<file path="config.mk">
export PLATFORM = sky130hd
export DESIGN_NAME = core_sequencer
export DESIGN_NICKNAME = d
export VERILOG_FILES = /design/src/rtl/core_sequencer.sv
export SDC_FILE = /design/constraint.sdc
export NUM_CORES = 1
export LEC_CHECK = 0
export ABC_CLOCK_PERIOD_IN_PS = 2400
export CELL_PAD_IN_SITES_DETAIL_PLACEMENT = 1
export CELL_PAD_IN_SITES_GLOBAL_PLACEMENT = 2
export CORE_ASPECT_RATIO = 0.6
export CORE_UTILIZATION = 25
export CTS_CLUSTER_DIAMETER = 60
export DETAILED_ROUTE_END_ITERATION = 8
export PLACE_DENSITY = 0.77
export SKIP_LAST_GASP = 1
export SLEW_MARGIN = 20
export SYNTH_ARGS = -nofsm -noshare
export SYNTH_HDL_FRONTEND = slang
export SYNTH_SLANG_ARGS = --single-unit
</file>
<file path="constraint.sdc">
create_clock -name clk -period 2.4 [get_ports clk]
set_input_delay 0.24 -clock clk [delete_from_list [all_inputs] [get_ports clk]]
set_output_delay 0.24 -clock clk [all_outputs]
set_load 0.1 [all_outputs]
</file>
<file path="src/rtl/core_sequencer.sv">
// rtl/core_sequencer.sv - multi-cycle fetch/decode/execute/mem/writeback sequencer with retire counter
// Optional handshake timeout guarded by WAIT_TIMEOUT_EN.
module core_sequencer #(
    parameter int unsigned     PC_W     = 10,
    parameter int unsigned     PC_STEP  = 1,
    parameter logic [PC_W-1:0] RESET_PC = '0,
    parameter int unsigned     TIMEOUT  = 16
) (
    input  logic            clk,
    input  logic            rst,
    input  logic            im_ready,
    output logic            im_enable,
    output logic            im_read,
    output logic [PC_W-1:0] pc,
    input  logic            is_load,
    input  logic            is_store,
    input  logic            is_branch,
    input  logic            branch_taken,
    input  logic            writes_reg,
    input  logic [PC_W-1:0] branch_target,
    output logic            enable_fetch,
    output logic            enable_execute,
    output logic            enable_writeback,
    output logic            reg_write,
    input  logic            dm_ready,
    output logic            dm_enable,
    output logic            dm_read,
    output logic            dm_write,
    input  logic            halt_req,
    output logic            halted,
    output logic            bus_error,
    output logic [2:0]      state,
    output logic [31:0]     retired
);
    typedef enum logic [2:0] {
        S_FETCH   = 3'd0,
        S_DECODE  = 3'd1,
        S_EXECUTE = 3'd2,
        S_MEM     = 3'd3,
        S_WB      = 3'd4,
        S_HALT    = 3'd5
    } state_e;

    state_e          state_q, state_d;
    logic [PC_W-1:0] pc_q, pc_d;
    logic [PC_W-1:0] target_q, target_d;
    logic [31:0]     retired_q, retired_d;
    logic            load_q, load_d;
    logic            store_q, store_d;
    logic            redirect_q, redirect_d;
    logic            wr_q, wr_d;
    logic            retire;

`ifdef WAIT_TIMEOUT_EN
    localparam int unsigned WAIT_W = $clog2(TIMEOUT + 1);
    logic [WAIT_W-1:0] wait_q, wait_d;
    logic              bus_error_q, bus_error_d;
    logic              waiting;
`endif

    always_comb begin
        state_d    = state_q;
        pc_d       = pc_q;
        target_d   = target_q;
        retired_d  = retired_q;
        load_d     = load_q;
        store_d    = store_q;
        redirect_d = redirect_q;
        wr_d       = wr_q;
        retire     = 1'b0;

        case (state_q)
            S_FETCH: if (im_ready) state_d = S_DECODE;
            S_DECODE: begin
                // Load wins when the decoder flags both load and store.
                load_d     = is_load;
                store_d    = is_store & ~is_load;
                redirect_d = is_branch & branch_taken;
                wr_d       = writes_reg;
                target_d   = branch_target;
                state_d    = S_EXECUTE;
            end
            S_EXECUTE: begin
                if (load_q || store_q) state_d = S_MEM;
                else if (wr_q)         state_d = S_WB;
                else                   retire  = 1'b1;
            end
            S_MEM: begin
                if (dm_ready) begin
                    if (load_q) state_d = S_WB;
                    else        retire  = 1'b1;
                end
            end
            S_WB:    retire = 1'b1;
            default: state_d = state_q;
        endcase

        if (retire) begin
            pc_d      = redirect_q ? target_q : pc_q + PC_W'(PC_STEP);
            retired_d = retired_q + 32'd1;
            state_d   = halt_req ? S_HALT : S_FETCH;
        end

`ifdef WAIT_TIMEOUT_EN
        // Counter only advances while stalled; any exit clears it, so entry always starts at zero.
        waiting     = (state_q == S_FETCH && !im_ready) || (state_q == S_MEM && !dm_ready);
        bus_error_d = bus_error_q;
        wait_d      = '0;
        if (waiting) begin
            if (wait_q == WAIT_W'(TIMEOUT - 1)) begin
                bus_error_d = 1'b1;
                state_d     = S_HALT;
            end else begin
                wait_d = wait_q + 1'b1;
            end
        end
`endif
    end

    always_ff @(posedge clk) begin
        if (rst) begin
            state_q    <= S_FETCH;
            pc_q       <= RESET_PC;
            target_q   <= '0;
            retired_q  <= '0;
            load_q     <= 1'b0;
            store_q    <= 1'b0;
            redirect_q <= 1'b0;
            wr_q       <= 1'b0;
`ifdef WAIT_TIMEOUT_EN
            wait_q      <= '0;
            bus_error_q <= 1'b0;
`endif
        end else begin
            state_q    <= state_d;
            pc_q       <= pc_d;
            target_q   <= target_d;
            retired_q  <= retired_d;
            load_q     <= load_d;
            store_q    <= store_d;
            redirect_q <= redirect_d;
            wr_q       <= wr_d;
`ifdef WAIT_TIMEOUT_EN
            wait_q      <= wait_d;
            bus_error_q <= bus_error_d;
`endif
        end
    end

    assign im_enable        = ~rst & (state_q == S_FETCH);
    assign im_read          = ~rst & (state_q == S_FETCH);
    assign enable_fetch     = ~rst & (state_q == S_DECODE);
    assign enable_execute   = ~rst & (state_q == S_EXECUTE);
    assign enable_writeback = ~rst & (state_q == S_WB);
    assign reg_write        = ~rst & (state_q == S_WB) & (wr_q | load_q);
    assign dm_enable        = ~rst & (state_q == S_MEM);
    assign dm_read          = ~rst & (state_q == S_MEM) & load_q;
    assign dm_write         = ~rst & (state_q == S_MEM) & store_q;
    assign halted           = ~rst & (state_q == S_HALT);
    assign pc               = pc_q;
    assign retired          = retired_q;
    assign state            = state_q;

`ifdef WAIT_TIMEOUT_EN
    assign bus_error = bus_error_q;
`else
    assign bus_error = 1'b0;
`endif

endmodule

</file>
==> After elaboration in Yosys (flattened, before gate mapping) <==
Index checks and enable logic that the tools add are counted.
{ "totals": {"register_bits": 59, "input_bits": 20, "output_inout_bits": 56, "word_cells": 51} }
{ "classes": {"n_addsub": 2, "n_eq_ne": 9, "n_mux": 14, "n_bitwise": 14, "n_reduce_logical": 4} }
{ "op_table": {"columns": ["op", "count"], "rows": [
  ["$add 32x1->32 const B", 1],
  ["$mux 3", 7],
  ["$pmux 3 s4", 1],
  ["$and 1x1->1", 11],
  ["$add 10x1->10 const B", 1],
  ["$mux 10", 1],
  ["$ne 3x3->1 const B", 3],
  ["$eq 3x2->1 const B", 2],
  ["$eq 3x3->1 const B", 2],
  ["$reduce_and 5->1", 1],
  ["$reduce_bool 5->1", 1],
  ["$mux 1", 4],
  ["$ne 4x4->1 const B", 1],
  ["$eq 3x1->1 const B", 1],
  ["$logic_not 3->1", 1],
  ["$pmux 1 s3", 1],
  ["$not 1->1", 2],
  ["$logic_or 1x1->1", 1],
  ["$or 1x1->1", 1]
]} }

==> Longest topological paths before layout <==
{ "depth": {"word_depth": 5, "depth_mapped": 7, "mapped_depth_nobuf": 6} }

==> Worst setup path after synthesis <==
No wires, ideal clock.
{ "synth_path": {"kind": "register to output", "from": "reg state_q[2] (netlist: state[2])", "to": "out reg_write", "arrival_ps": 5462, "required_time_ps": 2160, "path_slack_ps": -3302, "path_stages_with_launch": 4, "n_path_buf": 1, "cell_sequence": "dfxtp_1 > buf_2 > nor4b_1 > o21a_1"} }
{ "synth_between": {"elab_chain_cells": 3} }
{ "synth_lines": {"columns": ["item", "line", "rtl"], "rows": [
  ["from (decl)", "44", "state_e state_q, state_d;"],
  ["from (signal assigned)", "135", "state_q <= state_d;"],
  ["$eq 3x3->1", null, null],
  ["$and 1x1->1", null, null],
  ["via enable_writeback", "23", "output logic enable_writeback,"],
  ["$and 1x1->1", "155", "assign reg_write = ~rst & (state_q == S_WB) & (wr_q | load_q);"],
  ["to (decl)", "24", "output logic reg_write,"]
]} }
The timed path passes the listed nets, and every way through them passes these cells.

==> Final worst setup path <==
{ "layout_path": {"from": "reg state_q[1] (netlist: state[1])", "to": "reg retired_q[31] (netlist: retired[31])"} }
{ "layout_between": {"elab_chain_cells": 2, "elab_cells_between_ends": 4, "classes_between": "eq/ne (3); mux (1)"} }
{ "layout_lines": {"columns": ["item", "line", "rtl"], "rows": [
  ["$eq 3x3->1 / $eq 3x2->1 (equally long branches)", "72", "case (state_q)"],
  ["$pmux 1 s3 *", "72", null],
  ["to (signal assigned)", "138", "retired_q <= retired_d;"],
  ["to (decl)", "47", "logic [31:0] retired_q, retired_d;"]
]} }
Every way passes the cells marked *; elsewhere a longest branch is shown, timed or not.
A chain may end at the register's enable or synchronous reset.

==> flow_summary.ini <==
[run_status]
outcome = complete, but fails checks
violations = design-rule violations

[global_route]
overflow = 0
antenna_found_initial = 0
top_usage_layer = met2
grtUsageMet1_pct = 20.8
grt_pass1_wl_um = 14400
grt_pass1_vias = 2716
use_met3_pct = 4.65
grt_max_degree = 36
use_met2_pct = 24.1
grtUsageTotal_pct = 15.7

[setup_path]
cp.required_ns = 2.66
path_max_fanout = 16
critPathKind = register to register
cp.depth = 5
path_cells = or3b_4 > a221oi_2 > nand4_1 > or3_1 > a21oi_1
reg2regPathDepth = 5
max_stage_delay_ns = 0.46
crit_path_top_delay_cell = dfxtp_4
critPathLaunchType = register
r2r_slack_ns = 0.18
rr_endpoint = retired[31]$_SDFFE_PP0P_
crit_start = state[1]$_SDFFE_PP0P_
path_buf_inv = 0
critPathCapture = retired[31]$_SDFFE_PP0P_
critPathTopFamily = simple AND/OR/NAND/NOR gates
end_kind = register
r2r-start = state[1]$_SDFFE_PP0P_
crit_arrival_ns = 2.49

[clocking]
cts_hold_buf = 0
clk_path_buf_depth = 2
clock_sinks = 59
cts_made_buffers = 9
cts_repair_resize_count = 0
clk_latency_ns = 0.33
htreeDepth = 3
cts_tree = built
cts_setup_buffers = 0
clkTransAtPathRegs_ns = 0.05
root_buffer = clkbuf_16

[layout]
synthToLayoutAreaGrowth_pct = 42.2
nets = 447
drive_gt1_share_pct = 27.4
design_area_sq_um = 3990
antenna_cells = 0

[synthesis]
synth_nets = 370
synth_edf_count = 0
syn_avg_cell_area_sq_um = 8.05
synthDistinctLibCells = 48
ys_seq_area_share_pct = 42.1
synth.ff_latch_count = 59
syn_area_sq_um = 2800
postSynthCellCount = 348
synthFlopType = dfxtp_1
yosys_warnings = 0
async_flop_share_pct = 0

[placed_design]
place.gp.congestion = 0.726
hpwlAfterDp_um = 6130
pre_cts_ws_ns = 0.115
placed_cell_area_sq_um = 3680
portBuffers = 74

[die]
dieWidth_um = 139
chipHeight_um = 84.0
dieArea_sq_um = 11700
core_area_sq_um = 10700
ios = 76
start_util_pct = 26.1
rows = 29

[timing]
relSlewSlack_pct = 64.0
whs_ns = 0.451
period_needed_ns = 2.22
final_max_slew_viol_count = 0
setup_viol = 0
fmax_ghz = 0.449
max_slew.worst_pin.slew_ns = 0.540
timing.final.crit_share_pct = 92.7
finClkSkew_ns = 0.00513
fin_ws_ns = 0.175
rsz0062_at_grt = false
hold_violations = 0

[route]
vias_per_cell = 4.95
antenna_left = 0
dr.pass1.iters = 6
route.detailed.drc = 11
via_count = 2816
wl_per_cell_um = 15.3
routed_wl_um = 8720
drt_iter0_markers = 104

[power_and_ir_drop]
p_total_mw = 4.25
power.density_nw_per_um2 = 1070
irDropWorstVdd_uv = 764
cellLeakagePower_nw = 1.51

[job]
max_cap_violations = 0

[hold_path]
hold_class = primary input to register
synth_stat cells, types with 2 or more instances:
library cell,number,area [sq um]
dfxtp_1,59,1180
nand2_1,51,191
a21oi_1,36,180
nor2_1,31,116
nand3_1,20,100
xor2_1,20,175
clkbuf_1,17,63.8
o21ai_0,14,70.1
or3_1,10,62.6
nand4_1,9,56.3
nor3_1,9,45.0
and3_1,6,37.5
a22oi_1,5,37.5
and4_1,5,43.8
inv_1,4,15.0
nor4_1,4,25.0
o22ai_1,4,25.0
and2_1,3,18.8
xnor2_1,3,26.3
a211oi_1,2,15.0
a311oi_1,2,17.5
buf_2,2,10.0
buf_4,2,15.0
ha_1,2,25.0
mux2_2,2,22.5
mux2i_1,2,20.0
nand2b_1,2,12.5
or2_2,2,12.5
where the power goes:
part / leakage, nW / internal, mW / total, mW / switching (mW)
Combinational: 0.882 / 0.462 / 1.65 / 1.18
Clock: 0.145 / 0.825 / 1.28 / 0.459
Sequential: 0.486 / 1.11 / 1.32 / 0.208
Total: 1.51 / 2.40 / 4.25 / 1.85
worst min path at each step:
stage,startpoint,to,cells after the start
floorplan,branch_target[4],target_q[4]$_SDFFE_PP0N_,2
finish,rst,pc[6]$_SDFFE_PP0P_,3
global route,branch_target[8],target_q[8]$_SDFFE_PP0N_,3
CTS,rst,pc[6]$_SDFFE_PP0P_,3
global placement,target_q[4]$_SDFFE_PP0N_,target_q[4]$_SDFFE_PP0N_,2
detailed placement,target_q[4]$_SDFFE_PP0N_,target_q[4]$_SDFFE_PP0N_,2
layout make-up:
class                   instances  area [sq um]
clock buffers                  11           243
flip-flops and latches         59          1210
clock inverters                 5          52.6
well taps                     139           174
fillers                      1288          6750
inverters                       5          18.8
multi-input cells             262          1570
repair buffers                 88           716
cells in the final DEF, fill, tap and decap left out, types with 5 or more instances in the layout:
| master | count |
|---|---|
| a21oi_1 | 36 |
| a22oi_1 | 5 |
| and3_1 | 6 |
| and4_1 | 5 |
| buf_4 | 68 |
| clkbuf_16 | 9 |
| clkdlybuf4s50_1 | 18 |
| dfxtp_1 | 43 |
| dfxtp_2 | 13 |
| nand2_1 | 51 |
| nand3_1 | 20 |
| nand4_1 | 9 |
| nor2_1 | 29 |
| nor3_1 | 7 |
| o21ai_0 | 14 |
| or3_1 | 10 |
| xor2_1 | 20 |
sequential cells by signal, summed over array words and instances (netlist names):
register    flops
retired        32
pc             10
target_q       10
state           3
load_q          1
redirect_q      1
store_q         1
wr_q            1
tightest hold or removal path, delay by kind of cell:
family	cells	cell delay, ns
AND/OR/NAND/NOR	1	0.12
buffers and inverters	2	0.37
per-layer routing:
metal	vias up	wire (um)
li1	1382	-
met1	1363	4370
met2	58	3830
met3	13	386
met4	0	140
met5	-	0
cells by family (layout without fill, tap and decap cells):
family | count (synthesis) | in the layout | share of synthesized area (%)
AO/OA/AOI/OAI | 72 | 72 | 15.3
XOR/XNOR | 23 | 23 | 7.19
adder cells (fa/ha/maj) | 2 | 2 | 0.893
buffers and inverters | 27 | 109 | 4.24
flip-flops | 59 | 59 | 42.1
multiplexers | 4 | 4 | 1.52
other | 1 | 1 | 0.134
AND/OR/NAND/NOR | 160 | 160 | 28.6
through the flow:
| stage | util (%) | TNS, ns | instances |
|---|---|---|---|
| after floorplan | - | -0.0986 | 348 |
| after global placement | 34.3 | 0 | 552 |
| after detailed placement | 34.3 | 0 | 552 |
| after CTS | 37.0 | 0 | 568 |
| after global routing | 37.1 | 0 | 569 |
| final | 37.1 | 0 | 569 |
No activity file was read; power rests on OpenSTA's default activity.
